$ cat config.mk
export PLATFORM = sky130hd
export DESIGN_NAME = fp_decode
export DESIGN_NICKNAME = d
export VERILOG_FILES = /design/src/rtl/fpcvt_pkg.sv /design/src/rtl/fpdec_shift.sv /design/src/rtl/fp_decode.sv
export SDC_FILE = /design/constraint.sdc
export NUM_CORES = 1
export LEC_CHECK = 0
export CELL_PAD_IN_SITES_DETAIL_PLACEMENT = 2
export CELL_PAD_IN_SITES_GLOBAL_PLACEMENT = 2
export CORE_MARGIN = 2
export CORE_UTILIZATION = 36
export CTS_BUF_LIST = sky130_fd_sc_hd__clkbuf_4
export DETAILED_ROUTE_END_ITERATION = 10
export PLACE_DENSITY = 0.8
export SYNTH_ARGS = -nofsm -noshare
export SYNTH_HDL_FRONTEND = slang
export SYNTH_SLANG_ARGS = --single-unit
$ cat constraint.sdc
create_clock -name clk -period 2.1 [get_ports clk]
set_input_delay 0.315 -clock clk [delete_from_list [all_inputs] [get_ports clk]]
set_output_delay 0.315 -clock clk [all_outputs]
set_load 0.03 [all_outputs]
$ cat src/rtl/fpcvt_pkg.sv
// Widths and FSM state encoding shared by the linear<->float converters.
// Both the encoder and fp_decode import this package.
package fpcvt_pkg;
    localparam int LIN_W = 12;
    localparam int EXP_W = 3;
    localparam int MAN_W = 4;
    localparam logic [LIN_W-1:0] MAG_MAX = 12'h780;

    typedef enum logic [1:0] {
        IDLE   = 2'd0,
        SHIFT  = 2'd1,
        NEGATE = 2'd2,
        DONE   = 2'd3
    } fpdec_state_t;
endpackage

$ cat src/rtl/fpdec_shift.sv
// Combinational barrel shifter: magnitude = F << E, zero-extended to LIN_W.
// Used by fp_decode only when FPDEC_BARREL_EN is defined.
module fpdec_shift
    import fpcvt_pkg::*;
(
    input  logic [MAN_W-1:0] f,
    input  logic [EXP_W-1:0] e,
    output logic [LIN_W-1:0] mag
);
    assign mag = {{(LIN_W-MAN_W){1'b0}}, f} << e;
endmodule

$ cat src/rtl/fp_decode.sv
// Decodes an 8-bit float (S,E[2:0],F[3:0]) to a 12-bit two's-complement value, D = +/-(F<<E).
// Iterative shift (latency E+2), or a one-cycle barrel shift when FPDEC_BARREL_EN is defined.
module fp_decode
    import fpcvt_pkg::*;
(
    input  logic             clk,
    input  logic             rst_n,
    input  logic             in_valid,
    output logic             in_ready,
    input  logic             S,
    input  logic [EXP_W-1:0] E,
    input  logic [MAN_W-1:0] F,
    output logic             out_valid,
    input  logic             out_ready,
    output logic [LIN_W-1:0] D,
    output logic             nonorm
);
    fpdec_state_t     state_q, state_d;
    logic             sgn_q, sgn_d;
    logic [EXP_W-1:0] cnt_q, cnt_d;
    logic [LIN_W-1:0] mag_q, mag_d;
    logic             nf_q, nf_d;
    logic [LIN_W-1:0] d_q, d_d;
    logic             nonorm_q, nonorm_d;

`ifdef FPDEC_BARREL_EN
    logic [LIN_W-1:0] shift_mag;

    // mag_q[3:0] still holds the captured mantissa while in SHIFT
    fpdec_shift u_shift (
        .f   (mag_q[MAN_W-1:0]),
        .e   (cnt_q),
        .mag (shift_mag)
    );
`endif

    always_comb begin
        state_d  = state_q;
        sgn_d    = sgn_q;
        cnt_d    = cnt_q;
        mag_d    = mag_q;
        nf_d     = nf_q;
        d_d      = d_q;
        nonorm_d = nonorm_q;
        case (state_q)
            IDLE: begin
                if (in_valid) begin
                    sgn_d   = S;
                    cnt_d   = E;
                    mag_d   = {{(LIN_W-MAN_W){1'b0}}, F};
                    nf_d    = (E != '0) && !F[MAN_W-1];
                    state_d = SHIFT;
                end
            end
            SHIFT: begin
`ifdef FPDEC_BARREL_EN
                mag_d   = shift_mag;
                cnt_d   = '0;
                state_d = NEGATE;
`else
                if (cnt_q != '0) begin
                    mag_d = mag_q << 1;
                    cnt_d = cnt_q - 1'b1;
                end else begin
                    state_d = NEGATE;
                end
`endif
            end
            NEGATE: begin
                d_d      = sgn_q ? (~mag_q + 1'b1) : mag_q;
                nonorm_d = nf_q;
                state_d  = DONE;
            end
            DONE: begin
                if (out_ready) state_d = IDLE;
            end
            default: state_d = IDLE;
        endcase
    end

    always_ff @(posedge clk or negedge rst_n) begin
        if (!rst_n) begin
            state_q  <= IDLE;
            sgn_q    <= 1'b0;
            cnt_q    <= '0;
            mag_q    <= '0;
            nf_q     <= 1'b0;
            d_q      <= '0;
            nonorm_q <= 1'b0;
        end else begin
            state_q  <= state_d;
            sgn_q    <= sgn_d;
            cnt_q    <= cnt_d;
            mag_q    <= mag_d;
            nf_q     <= nf_d;
            d_q      <= d_d;
            nonorm_q <= nonorm_d;
        end
    end

    assign in_ready  = (state_q == IDLE);
    assign out_valid = (state_q == DONE);
    assign D         = d_q;
    assign nonorm    = nonorm_q;
endmodule

==> flow_summary.json, run 1 <==
{
  "h-tree-depth": 2,
  "cp.required_ps": 1780,
  "cp.arrival_ps": 1660,
  "grt_overflow": 0,
  "tritoncts": "yes",
  "synth_ff_type": "dfrtp_1",
  "postCtsHoldBufs": 0,
  "path_cells": "ha_1 > clkdlybuf4s50_1",
  "reg2reg_depth": 6,
  "ys_seq_elements": 32,
  "period_share_pct": 94.1,
  "io_pins": 27,
  "clock_path_buffers": 2,
  "maxSlewViolCount": 0,
  "peakVddDrop_mv": 0.593,
  "row_count": 26,
  "crit_family": "buffers and inverters",
  "hold_ws_ps": 375,
  "synthDistinctLibCells": 41,
  "drt_pass1_iterations": 5,
  "yosys_warnings": 0,
  "hold_class": "in2async",
  "root_buffer": "clkbuf_4",
  "core_um2": 5040,
  "post_cts_buffers": 0,
  "tns_ps": 0,
  "io_buffer_count": 26,
  "maxCapViolCount": 0,
  "antenna_cells": 0,
  "synthCells": 184,
  "finalSetupViolations": 0,
  "slowest_stage": "clkdlybuf4s50_1",
  "track_usage_pct": 20.0,
  "crit_buf_inv": 1,
  "skew_ps": 15.8,
  "worst_pin_slew_ps": 713,
  "fillers": 554,
  "r2r_slack_ps": 180,
  "cts_buffers": 5,
  "multi_input_area_um2": 928,
  "outcome": "completed",
  "grt_pass1_wl_um": 8330,
  "hpwlAfterDp_um": 3900,
  "synth_most_common_cell": "dfrtp_1",
  "clock.fmax_mhz": 506,
  "yosysTopAreaCell": "dfrtp_1",
  "routabilityCongestion": 0.811,
  "utilization_pct": 45.5,
  "cp-end-kind": "output port",
  "syn_area_um2": 1860,
  "finalNetCount": 238,
  "finalCriticalPeriod_ps": 1980,
  "cts_sinks": 32,
  "synth_nets": 204,
  "clk_pin_slew_ps": 110,
  "netlist.area_leader.share_pct": 43.1,
  "synth_edf_count": 0,
  "max_slew_margin_pct": 52.0,
  "drive_gt1_share_pct": 13.7,
  "critPathKind": "reg2out",
  "synth_commonest_cells": "dfrtp_1, inv_1, mux2i_1",
  "area_growth_pct": 23.4,
  "reg2reg_from": "cnt_q[0]",
  "worstPathMaxFanout": 4,
  "antenna_found_initial": 0,
  "die_area_um2": 5750,
  "rsz0062_at_grt": "false",
  "power_density_nw_per_um2": 1640,
  "power_leakage_nw": 0.993,
  "synthTopCellsByArea": "dfrtp_1, mux2i_1, ha_1",
  "clk_latency_ps": 340,
  "drc": 0,
  "yosysSeqAreaShare_pct": 43.1,
  "die_w_um": 75.8,
  "via_per_inst": 5.26,
  "cpPeakStageDelay_ps": 680,
  "vias": 1519,
  "final-seq-area_um2": 801,
  "cp-start-kind": "flop",
  "grt_max_degree": 33,
  "wl_per_cell_um": 18.1,
  "syn_area_per_cell_um2": 10.1,
  "start_util_pct": 36.8,
  "die_y_um": 75.8,
  "grt_pass1_vias": 1665,
  "finalHoldViolCount": 0,
  "async_flop_share_pct": 100,
  "worstReg2RegEnd": "state_q[1]",
  "ant_nets": 0,
  "finalWirelength_um": 5240,
  "drtIter0Drc": 85
}
-- flip-flops by register name, indices dropped and copies added (netlist names) --
register / count
D: 12
cnt_q: 3
mag_q: 12
nf_q: 1
nonorm: 1
sgn_q: 1
state_q: 2
-- layer usage --
layer,wire (um),vias to the layer above,share of wire [%],track usage (%)
met5,0,-,0,0
met4,66,0,1.3,6.43
li1,-,717,-,-
met1,2300,766,44,23.3
met2,2740,30,52,36.4
met3,136,6,2.6,3.97
-- power breakdown --
group / internal [mW] / switching [mW] / total [mW]
clock network: 0.155 / 0.219 / 0.374
registers: 0.860 / 0.233 / 1.09
logic: 1.00 / 1.29 / 2.29
total: 2.02 / 1.74 / 3.76
-- stage by stage --
step | instances | cell area, um^2 | power [mW] | setup WS (ps)
3_5_place_dp | 281 | 2240 | 3.42 | 176
4_1_cts | 289 | 2290 | 3.80 | 111
6_report | 289 | 2290 | 3.76 | 123
5_1_grt | 289 | 2290 | 4.05 | 32.7
2_1_floorplan | 184 | 1860 | 2.61 | 257
3_3_place_gp | 281 | 2240 | 3.25 | 348
-- layout make-up --
| type | count | share of cell area [%] |
|---|---|---|
| Multi-Input combinational cell | 121 | 40.5 |
| Sequential cell | 32 | 34.9 |
| Timing Repair Buffer | 37 | 14.9 |
| Tap cell | 70 | 3.82 |
| Inverter | 21 | 3.44 |
| Clock buffer | 7 | 2.29 |
| Clock inverter | 1 | 0.164 |
-- worst max path at each step --
stage / start / end / slack [ps] / cells past startpoint
floorplan: state_q[0] / mag_q[2] / 260 / 5
global placement: in_valid / state_q[1] / 350 / 4
detailed placement: state_q[0] / D[7] / 180 / 5
CTS: state_q[1] / out_valid / 110 / 2
global route: state_q[1] / out_valid / 30 / 2
finish: state_q[1] / out_valid / 120 / 2
-- kinds of logic (layout without fill, tap and decap cells) --
kind of cell / Yosys count / in the layout / synth area share (%)
buf+inv: 31 / 66 / 6.94
mux: 25 / 25 / 14.0
fa+ha+maj: 8 / 8 / 5.39
xor+xnor: 2 / 2 / 0.943
compound gates: 26 / 26 / 11.3
flops: 32 / 32 / 43.1
simple gates: 60 / 60 / 18.3
-- cells in the final DEF (no fill, tap or decap), types with 4 or more instances in the layout --
cell type	netlist	routed
nand2b_1	4	4
a31oi_1	5	5
nor3_1	4	4
dfrtp_1	32	32
inv_1	20	20
nand2_1	13	13
nor2_1	8	8
clkdlybuf4s50_1	0	25
mux2i_1	17	17
nand4_1	5	5
buf_4	0	11
nand3b_1	5	5
mux2_2	8	8
ha_1	8	8
nor2b_1	6	6
clkbuf_4	0	7
nand3_1	6	6
-- what timing repair did --
| action | CTS | global route |
|---|---|---|
| endpoints found under the setup margin | 1 | 0 |
| hold endpoints to repair | 0 | 0 |
| resized for setup | 1 | 0 |
(Power assumes the default switching activity.)
==> run 2, diff against run 1 <==
Settings changed: CTS_CLUSTER_SIZE from default to 25.
==> results of run 2 <==
Same layout as run 1: the final DEF is identical, and so are final timing and power.
